===== src/rtl/ex_div_ctrl.sv =====
// EX-stage divide controller: 32-cycle restoring divider with sign fix-up,
// divide-by-zero shortcut, annul and a valid/hold handshake toward EX.
module ex_div_ctrl #(
  parameter int DATA_W = 32
) (
  input  logic                clk,
  input  logic                rst,
  input  logic                signed_div_i,
  input  logic [DATA_W-1:0]   opdata1_i,
  input  logic [DATA_W-1:0]   opdata2_i,
  input  logic                start_i,
  input  logic                annul_i,
  output logic [2*DATA_W-1:0] result_o,
  output logic                ready_o,
  output logic                stallreq_o
);

  localparam int CW = $clog2(DATA_W);
  localparam logic [CW-1:0] CNT_LAST = CW'(DATA_W - 1);

  typedef enum logic [1:0] {
    S_IDLE,
    S_BYZERO,
    S_ON,
    S_END
  } state_t;

  state_t state_q;
  state_t state_d;

  logic [CW-1:0]       cnt_q;
  logic [2*DATA_W:0]   work_q;
  logic [2*DATA_W:0]   work_step;
  logic [DATA_W-1:0]   dvs_q;
  logic                neg_quo_q;
  logic                neg_rem_q;

  logic                accept;
  logic                last_step;
  logic                op1_neg;
  logic                op2_neg;
  logic [DATA_W-1:0]   op1_abs;
  logic [DATA_W-1:0]   op2_abs;
  logic [DATA_W+1:0]   trial;
  logic                ge;
  logic [DATA_W:0]     sub;
  logic [DATA_W-1:0]   quo;
  logic [DATA_W-1:0]   rem;
  logic [DATA_W-1:0]   quo_fix;
  logic [DATA_W-1:0]   rem_fix;

  logic                ready_d;
  logic [2*DATA_W-1:0] result_d;

  assign accept    = (state_q == S_IDLE) && start_i && !annul_i;
  assign last_step = (cnt_q == CNT_LAST);

  assign op1_neg = signed_div_i & opdata1_i[DATA_W-1];
  assign op2_neg = signed_div_i & opdata2_i[DATA_W-1];
  assign op1_abs = op1_neg ? -opdata1_i : opdata1_i;
  assign op2_abs = op2_neg ? -opdata2_i : opdata2_i;

  // work = {partial remainder, dividend bits being shifted out / quotient in}
  assign trial = {work_q[2*DATA_W:DATA_W], work_q[DATA_W-1]};
  assign ge    = trial >= {2'b00, dvs_q};
  assign sub   = trial[DATA_W:0] - {1'b0, dvs_q};

  assign work_step = ge ?
    {sub, work_q[DATA_W-2:0], 1'b1} :
    {trial[DATA_W:0], work_q[DATA_W-2:0], 1'b0};

  assign quo     = work_step[DATA_W-1:0];
  assign rem     = work_step[2*DATA_W-1:DATA_W];
  assign quo_fix = neg_quo_q ? -quo : quo;
  assign rem_fix = neg_rem_q ? -rem : rem;

  always_ff @(posedge clk) begin
    if (!rst) begin
      state_q <= S_IDLE;
    end else begin
      state_q <= state_d;
    end
  end

  always_comb begin
    state_d = state_q;
    unique case (state_q)
      S_IDLE: begin
        if (accept) begin
          state_d = (opdata2_i == '0) ? S_BYZERO : S_ON;
        end
      end
      S_BYZERO: state_d = annul_i ? S_IDLE : S_END;
      S_ON: begin
        if (annul_i) begin
          state_d = S_IDLE;
        end else if (last_step) begin
          state_d = S_END;
        end
      end
      S_END: begin
        if (!start_i) begin
          state_d = S_IDLE;
        end
      end
      default: state_d = S_IDLE;
    endcase
  end

  always_comb begin
    ready_d    = 1'b0;
    result_d   = result_o;
    stallreq_o = start_i & ~ready_o & ~annul_i;
    unique case (state_q)
      S_IDLE:   result_d = '0;
      S_BYZERO: result_d = '0;
      S_ON: begin
        if (annul_i) begin
          result_d = '0;
        end else if (last_step) begin
          result_d = {rem_fix, quo_fix};
        end
      end
      S_END: begin
        ready_d  = start_i;
        result_d = start_i ? result_o : '0;
      end
      default: result_d = '0;
    endcase
  end

  always_ff @(posedge clk) begin
    if (!rst) begin
      cnt_q     <= '0;
      work_q    <= '0;
      dvs_q     <= '0;
      neg_quo_q <= 1'b0;
      neg_rem_q <= 1'b0;
      result_o  <= '0;
      ready_o   <= 1'b0;
    end else begin
      result_o <= result_d;
      ready_o  <= ready_d;
      if (accept) begin
        cnt_q     <= '0;
        work_q    <= {{(DATA_W+1){1'b0}}, op1_abs};
        dvs_q     <= op2_abs;
        neg_quo_q <= op1_neg ^ op2_neg;
        neg_rem_q <= op1_neg;
      end else if (state_q == S_ON && !annul_i) begin
        work_q <= work_step;
        cnt_q  <= cnt_q + 1'b1;
      end
    end
  end

endmodule

===== config.mk =====
export PLATFORM = sky130hd
export DESIGN_NAME = ex_div_ctrl
export DESIGN_NICKNAME = d
export VERILOG_FILES = /design/src/rtl/ex_div_ctrl.sv
export SDC_FILE = /design/constraint.sdc
export NUM_CORES = 1
export LEC_CHECK = 0
export CORE_ASPECT_RATIO = 2
export CORE_MARGIN = 2
export CORE_UTILIZATION = 50
export CTS_BUF_LIST = sky130_fd_sc_hd__clkbuf_16
export DETAILED_ROUTE_END_ITERATION = 12
export GPL_TIMING_DRIVEN = 0
export PLACE_DENSITY = 0.72
export RECOVER_POWER = 50
export SLEW_MARGIN = 40
export SYNTH_ARGS = -nofsm -noshare
export SYNTH_HDL_FRONTEND = slang
export SYNTH_SLANG_ARGS = --single-unit

===== constraint.sdc =====
create_clock -name clk -period 8.4 [get_ports clk]
set_input_delay 1.68 -clock clk [delete_from_list [all_inputs] [get_ports clk]]
set_output_delay 1.68 -clock clk [all_outputs]
set_load 0.02 [all_outputs]

Word level (Yosys, flattened, before mapping)
Index checks and enable logic that the tools add are counted.
- magnitude comparators: 1
- reduce and logical (&&, ||, !) cells: 12
- multiplexer cells: 18
- eq/ne operators: 7
- bitwise logic cells: 8
- $add $sub $neg: 6
- operators by type and width (operator ; count):
    32-bit two-way mux ; 6
    64-bit two-way mux ; 3
    64-bit one-hot mux with 3 select lines ; 1
    32-bit negator ; 4
    65-bit two-way mux ; 1
    34-bit by 32-bit >= comparator with 1-bit output ; 1
    33-bit by 32-bit subtractor with 33-bit output ; 1
    32-bit zero test ; 1
    2-bit two-way mux ; 6
    2-bit one-hot mux with 4 select lines ; 1
    5-bit by 1-bit adder with 5-bit output, second input constant ; 1
    5-bit == test, second input constant ; 1
    1-bit bitwise AND ; 4
    2-bit == test, second input constant ; 2
    2-bit inequality test, second input constant ; 2
    2-bit AND reduction ; 2
    2-bit OR reduction ; 2
    1-bit logical AND ; 3
    3-bit inequality test, second input constant ; 1
    1-bit NOT ; 3
    3-bit AND reduction ; 1
    2-bit by 1-bit == test with 1-bit output, second input constant ; 1
    2-bit zero test ; 1
    2-bit nonzero test ; 1
    2 further kinds ; 2
- bits in registers: 171
- input bits: 69

Longest topological paths before layout
- depth in word-level cells: 7
- mapped depth: 25
- depth with buffers taken out: 21

Worst setup path after synthesis
No wires, ideal clock.
- path type: register -> register
- start: reg work_q[31]
- end: reg result_o[60]
- arrival time: 5.286 ns
- period minus slack after synthesis: 5.408 ns
- setup slack: 2.992 ns
- library setup time: 0.122 ns
- data required time: 8.278 ns
- cell stages (with the launch flop): 25
- cell sequence: dfxtp_1 -> inv_1 -> ha_1 -> inv_1 -> fa_1 -> a21o_1 -> a221oi_2 -> o2111a_1 -> o22ai_1 -> or2_1 -> clkbuf_1 -> buf_4 -> clkbuf_1 -> clkbuf_1 -> mux2i_1 -> ha_1 -> inv_1 -> a211oi_1 -> and4b_1 -> a41oi_2 -> or3_4 -> or4b_4 -> o31ai_1 -> xnor2_1 -> o21ai_1
- cells in the longest elaborated chain, start to end: 7
- RTL lines (item ; line ; RTL):
    start, declared ; 32 ; logic [2*DATA_W:0] work_q;
    start signal, assigned ; 146 ; work_q <= {{(DATA_W+1){1'b0}}, op1_abs};
    start signal, assigned ; 151 ; work_q <= work_step;
    33-bit by 32-bit subtractor with 33-bit output or 34-bit by 32-bit >= comparator with 1-bit output (tied branches) ; 66, 65 ;
    65-bit two-way mux (*) ; 68 ; assign work_step = ge ?
    32-bit negator ; 75 ; assign rem_fix = neg_rem_q ? -rem : rem;
    32-bit two-way mux (*) ; 75 ;
    64-bit two-way mux (*) ; 120 ; end else if (last_step) begin
    64-bit two-way mux (*) ; 118 ; if (annul_i) begin
    64-bit one-hot mux with 3 select lines (*) ; 114 ; unique case (state_q)
    end signal, assigned ; 142 ; result_o <= result_d;
    end, declared ; 13 ; output logic [2*DATA_W-1:0] result_o,
Every way passes the cells marked *; elsewhere a longest branch is shown, timed or not. The select of a mux whose other input is x is not followed.
A chain may end at the register's enable or synchronous reset.

Final worst setup path
- start: reg work_q[31]
- end: reg result_o[28]
- cells in the longest elaborated chain, start to end: 7
- RTL lines (item ; line ; RTL):
    34-bit by 32-bit >= comparator with 1-bit output ; 65 ; assign ge = trial >= {2'b00, dvs_q};
    65-bit two-way mux ; 68 ;
    32-bit negator ; 74 ; assign quo_fix = neg_quo_q ? -quo : quo;
    32-bit two-way mux ; 74 ;
    64-bit two-way mux ; 120 ;
    64-bit two-way mux ; 118 ;
    64-bit one-hot mux with 3 select lines ; 114 ;
Every way passes these cells. The select of a mux whose other input is x is not followed.

==> metrics.md <==
| Metric | Value |
|---|---|
| Cell leakage power | `6.00 nW` |
| Worst hold slack | `about 450 ps` |
| Crit Path Category | `flip-flop to flip-flop` |
| Starting Density | `about half` |
| R2R Path End | `result_o[28]` |
| Worst Hold End | `result_o[50]` |
| MaxCap Viol Count | `0` |
| Initial drt markers | `about 1,000` |
| Min Tclk post-route | `about 7200 ps` |
| FMAX | `around 0.14 GHz` |
| FF+latch area | `3420 µm²` |
| Fin cells | `approximately 2,000` |
| Final Wtd Congestion | `slightly below 1` |
| Worst path required time | `slightly below 9000 ps` |
| Syn Nets | `about 1,700` |
| Io pins | `approximately 140` |
| Net count reported at finish | `roughly 1,800` |
| Crit path DAT | `between 7000 and 8000 ps` |
| XOR/XNOR Fraction of Synth Area | `9.04%` |
| Final Cycle Share | `85.7%` |
| Unrepaired setup endpoints after global routing | `no` |
| Height of the chip | `roughly 220 µm` |
| Yosys warns | `0` |
| Sequential fraction of the synthesis area | `about 29%` |
| DR vias/cell | `between 6 and 7` |
| Critical path startpoint | `work_q[31]` |
| CP max FO | `10` |
| Slowest cell on crit path | `buf_1` |
| Tightest Pin Transition | `888 ps` |
| Compound-Gate Fraction of Synth Area | `a little over a quarter` |
| Root Driver | `clkbuf_16` |
| DP HPWL | `between 30 and 40 mm` |
| Resized cells post-CTS | `0` |
| Slew Limit Fails | `0` |
| Final setup margin | `1200 ps` |
| Worst setup EP type | `flip-flop` |
| Largest net degree at the start of global routing | `19` |
| Adder-cell share of the synthesized area | `~4.5%` |
| Total power | `6.03 mW` |
| Crit path cell chain | `inv_1, ha_1, inv_1, fa_1, a21o_1, a221oi_2, o2111a_1, o22ai_1, or2_1, clkbuf_1, inv_1, clkbuf_1, buf_1, clkbuf_1, ha_1, nand3b_1, or2_2, or4_1, o31ai_1, nand2_1, a21oi_1, xnor2_1, a22oi_1, nor2b_1` |
| Detailed-route wire length | `about 48 mm` |
| CTS tree | `built` |
| Global route overflow | `0` |
| Power Density | `about 420 nW/µm²` |
| H-tree depth | `4` |
| Initial antenna violation count | `0` |
| Met2 routed WL | `roughly 24 mm` |
| Synth Register Bits | `roughly 170` |
| Simple-gate share of the synthesized area | `24.1%` |
| HP Start | `result_o[50]` |
| Drt first pass iters | `7` |
| Die Wd | `between 100 and 150 µm` |
| Cell variety after synth | `80` |
| R2R Path Start | `work_q[31]` |
| Status | `complete, no violations` |
| Hold Path Depth | `2` |
| GR Util All Layers | `between 30% and 40%` |
| Clock sink count | `approximately 170` |
| Die area | `roughly 25,000 µm²` |
| Clk buf depth | `2` |
| Detail Route Antenna Nets | `0` |
| Worst vdd ir | `~0.23 mV` |
| Leading area contributor after synthesis | `dfxtp_1` |
| Final Hold Viols | `0` |
| Rel. slew slack | `roughly two fifths` |
| Antenna cells | `0` |
| Fraction of layout cells with a size suffix above 1 | `a little over 4%` |
| Multi-input logic area | `between 7000 and 8000 µm²` |
| Post-synth EDFFs | `0` |
| CP top delay family | `buffers and inverters` |
| Slack of the worst reg-to-reg path | `roughly 1200 ps` |
| Critical path buffer and inverter count | `7` |
| Worst-path clk slew | `80 ps` |
| Core area | `23,700 µm²` |
| Mapped Area | `approximately 12,000 µm²` |
| Post-CTS Setup Inserts | `0` |
| Top FF cell, synth | `dfxtp_1` |
| Highest Signal Layer | `met4` |
| Area contributors post-synth | `dfxtp_1 (29%), nand2_1 (6.7%), xnor2_1 (4.7%), ha_1 (4.4%), xor2_1 (4.3%)` |
| Vias | `12,818` |
| Largest family of logic cells by synthesized area | `compound AO/OA/AOI/OAI gates` |
| Metal1 wirelength | `14.9 mm` |
| HP Class | `flip-flop to flip-flop` |
| Worst-Skew Late Latency | `about 480 ps` |
| Worst Skew | `roughly 14 ps` |
| Layout area overhead | `19.3%` |
| DRC | `0` |
| Hold-fix buffers, CTS | `0` |
| Total length of routed met3 wires | `~2.7 mm` |
| I/O Buffers | `133` |
| Final setup fails | `0` |
| Asr flop ratio synth | `0%` |
| Mux cell area share after synthesis | `1.77%` |
| Vias in the first global route | `~13,000` |
| Top-count cell post-synth | `nand2_1` |
| CTS Buf Count | `17` |
| WL/cell | `about 24 µm` |
| First-pass GRT wire length | `between 70 and 80 mm` |
| Fillers | `2,303` |
| CP Launch Type | `flip-flop` |
| Commonest cells post-synth | `nand2_1 (215), dfxtp_1 (171), nor2_1 (97)` |
| Reg2Reg Depth | `24` |
| Largest stage delay on the critical path | `roughly 570 ps` |
| Syn Inst Count | `between 1,500 and 2,000` |
| Dpl ws | `1400 ps` |
| DP Cell Count | `1,992` |
| Rows | `80` |
| Mapped Avg Cell Area | `approximately 7.6 µm²` |
| Top-area cell type share of the netlist area | `28.5%` |
| Final setup TNS | `0 ps` |
[per-stage QoR]
| stage | utilization, % | cell area (µm²) |
|---|---|---|
| 6_report | 60.4 | 14300 |
| 2_1_floorplan | - | 12000 |
| 3_5_place_dp | 57.8 | 13700 |
| 4_1_cts | 60.3 | 14300 |
| 3_3_place_gp | 57.7 | 13700 |
| 5_1_grt | 60.4 | 14300 |
[state kept, by name, summed over array words and instances, names as in the netlist]
register and cells:
work_q 65, cnt_q 5, ready_o 1, neg_quo_q 1, dvs_q 32, neg_rem_q 1, state_q 2, result_o 64
[worst min-delay path: cells and delay by family (launching register included)]
| family | cells | cell delay (ps) |
|---|---|---|
| flops | 1 | 330 |
| compound gates | 1 | 50 |
| simple gates | 1 | 40 |
[logic make-up (layout without fill, tap and decap cells)]
family,after synthesis,count (layout)
simple gates,594,594
compound gates,459,459
mux,21,21
buf+inv,160,325
xor+xnor,124,124
flops,171,171
fa+ha+maj,43,43
[where the power goes]
| part | internal (mW) | total [mW] | switching (mW) |
|---|---|---|---|
| registers | 0.942 | 1.13 | 0.190 |
| clock network | 0.425 | 0.826 | 0.401 |
| logic | 1.38 | 4.07 | 2.69 |
| total | 2.75 | 6.03 | 3.28 |
[cell usage in the layout, fill, tap and decap left out, types with 59 or more instances in the layout]
cell type and n:
dlygate4sd3_1 68, xnor2_1 65, clkdlybuf4s50_1 65, nor2_1 97, inv_1 59, nand2_1 215, dfxtp_1 171, clkbuf_1 84
o21ai_0 81, xor2_1 59, a21oi_1 96
[cell type report]
type                            instances  area share, %
Multi-Input combinational cell       1241           55.7
Sequential cell                       171           23.9
Timing Repair Buffer                  133           9.30
Clock buffer                           17           2.97
Buffer                                101           2.77
Tap cell                              287           2.51
Inverter                               59           1.55
Clock inverter                         15           1.27
[per-layer routing]
| metal | track usage [%] | vias to the layer above |
|---|---|---|
| met4 | 37.3 | 0 |
| met3 | 7.96 | 260 |
| met5 | 0 | - |
| met2 | 67.6 | 588 |
| li1 | - | 5976 |
| met1 | 33.1 | 5994 |
[worst max-delay path by stage]
stage,slack (ps),end,depth (start not counted)
detailed placement,1400,result_o[60],22
global route,780,result_o[28],24
floorplan,2990,result_o[60],24
global placement,1430,result_o[62],22
CTS,1380,result_o[62],22
finish,1200,result_o[28],24
No activity file was read; power rests on OpenSTA's default activity.
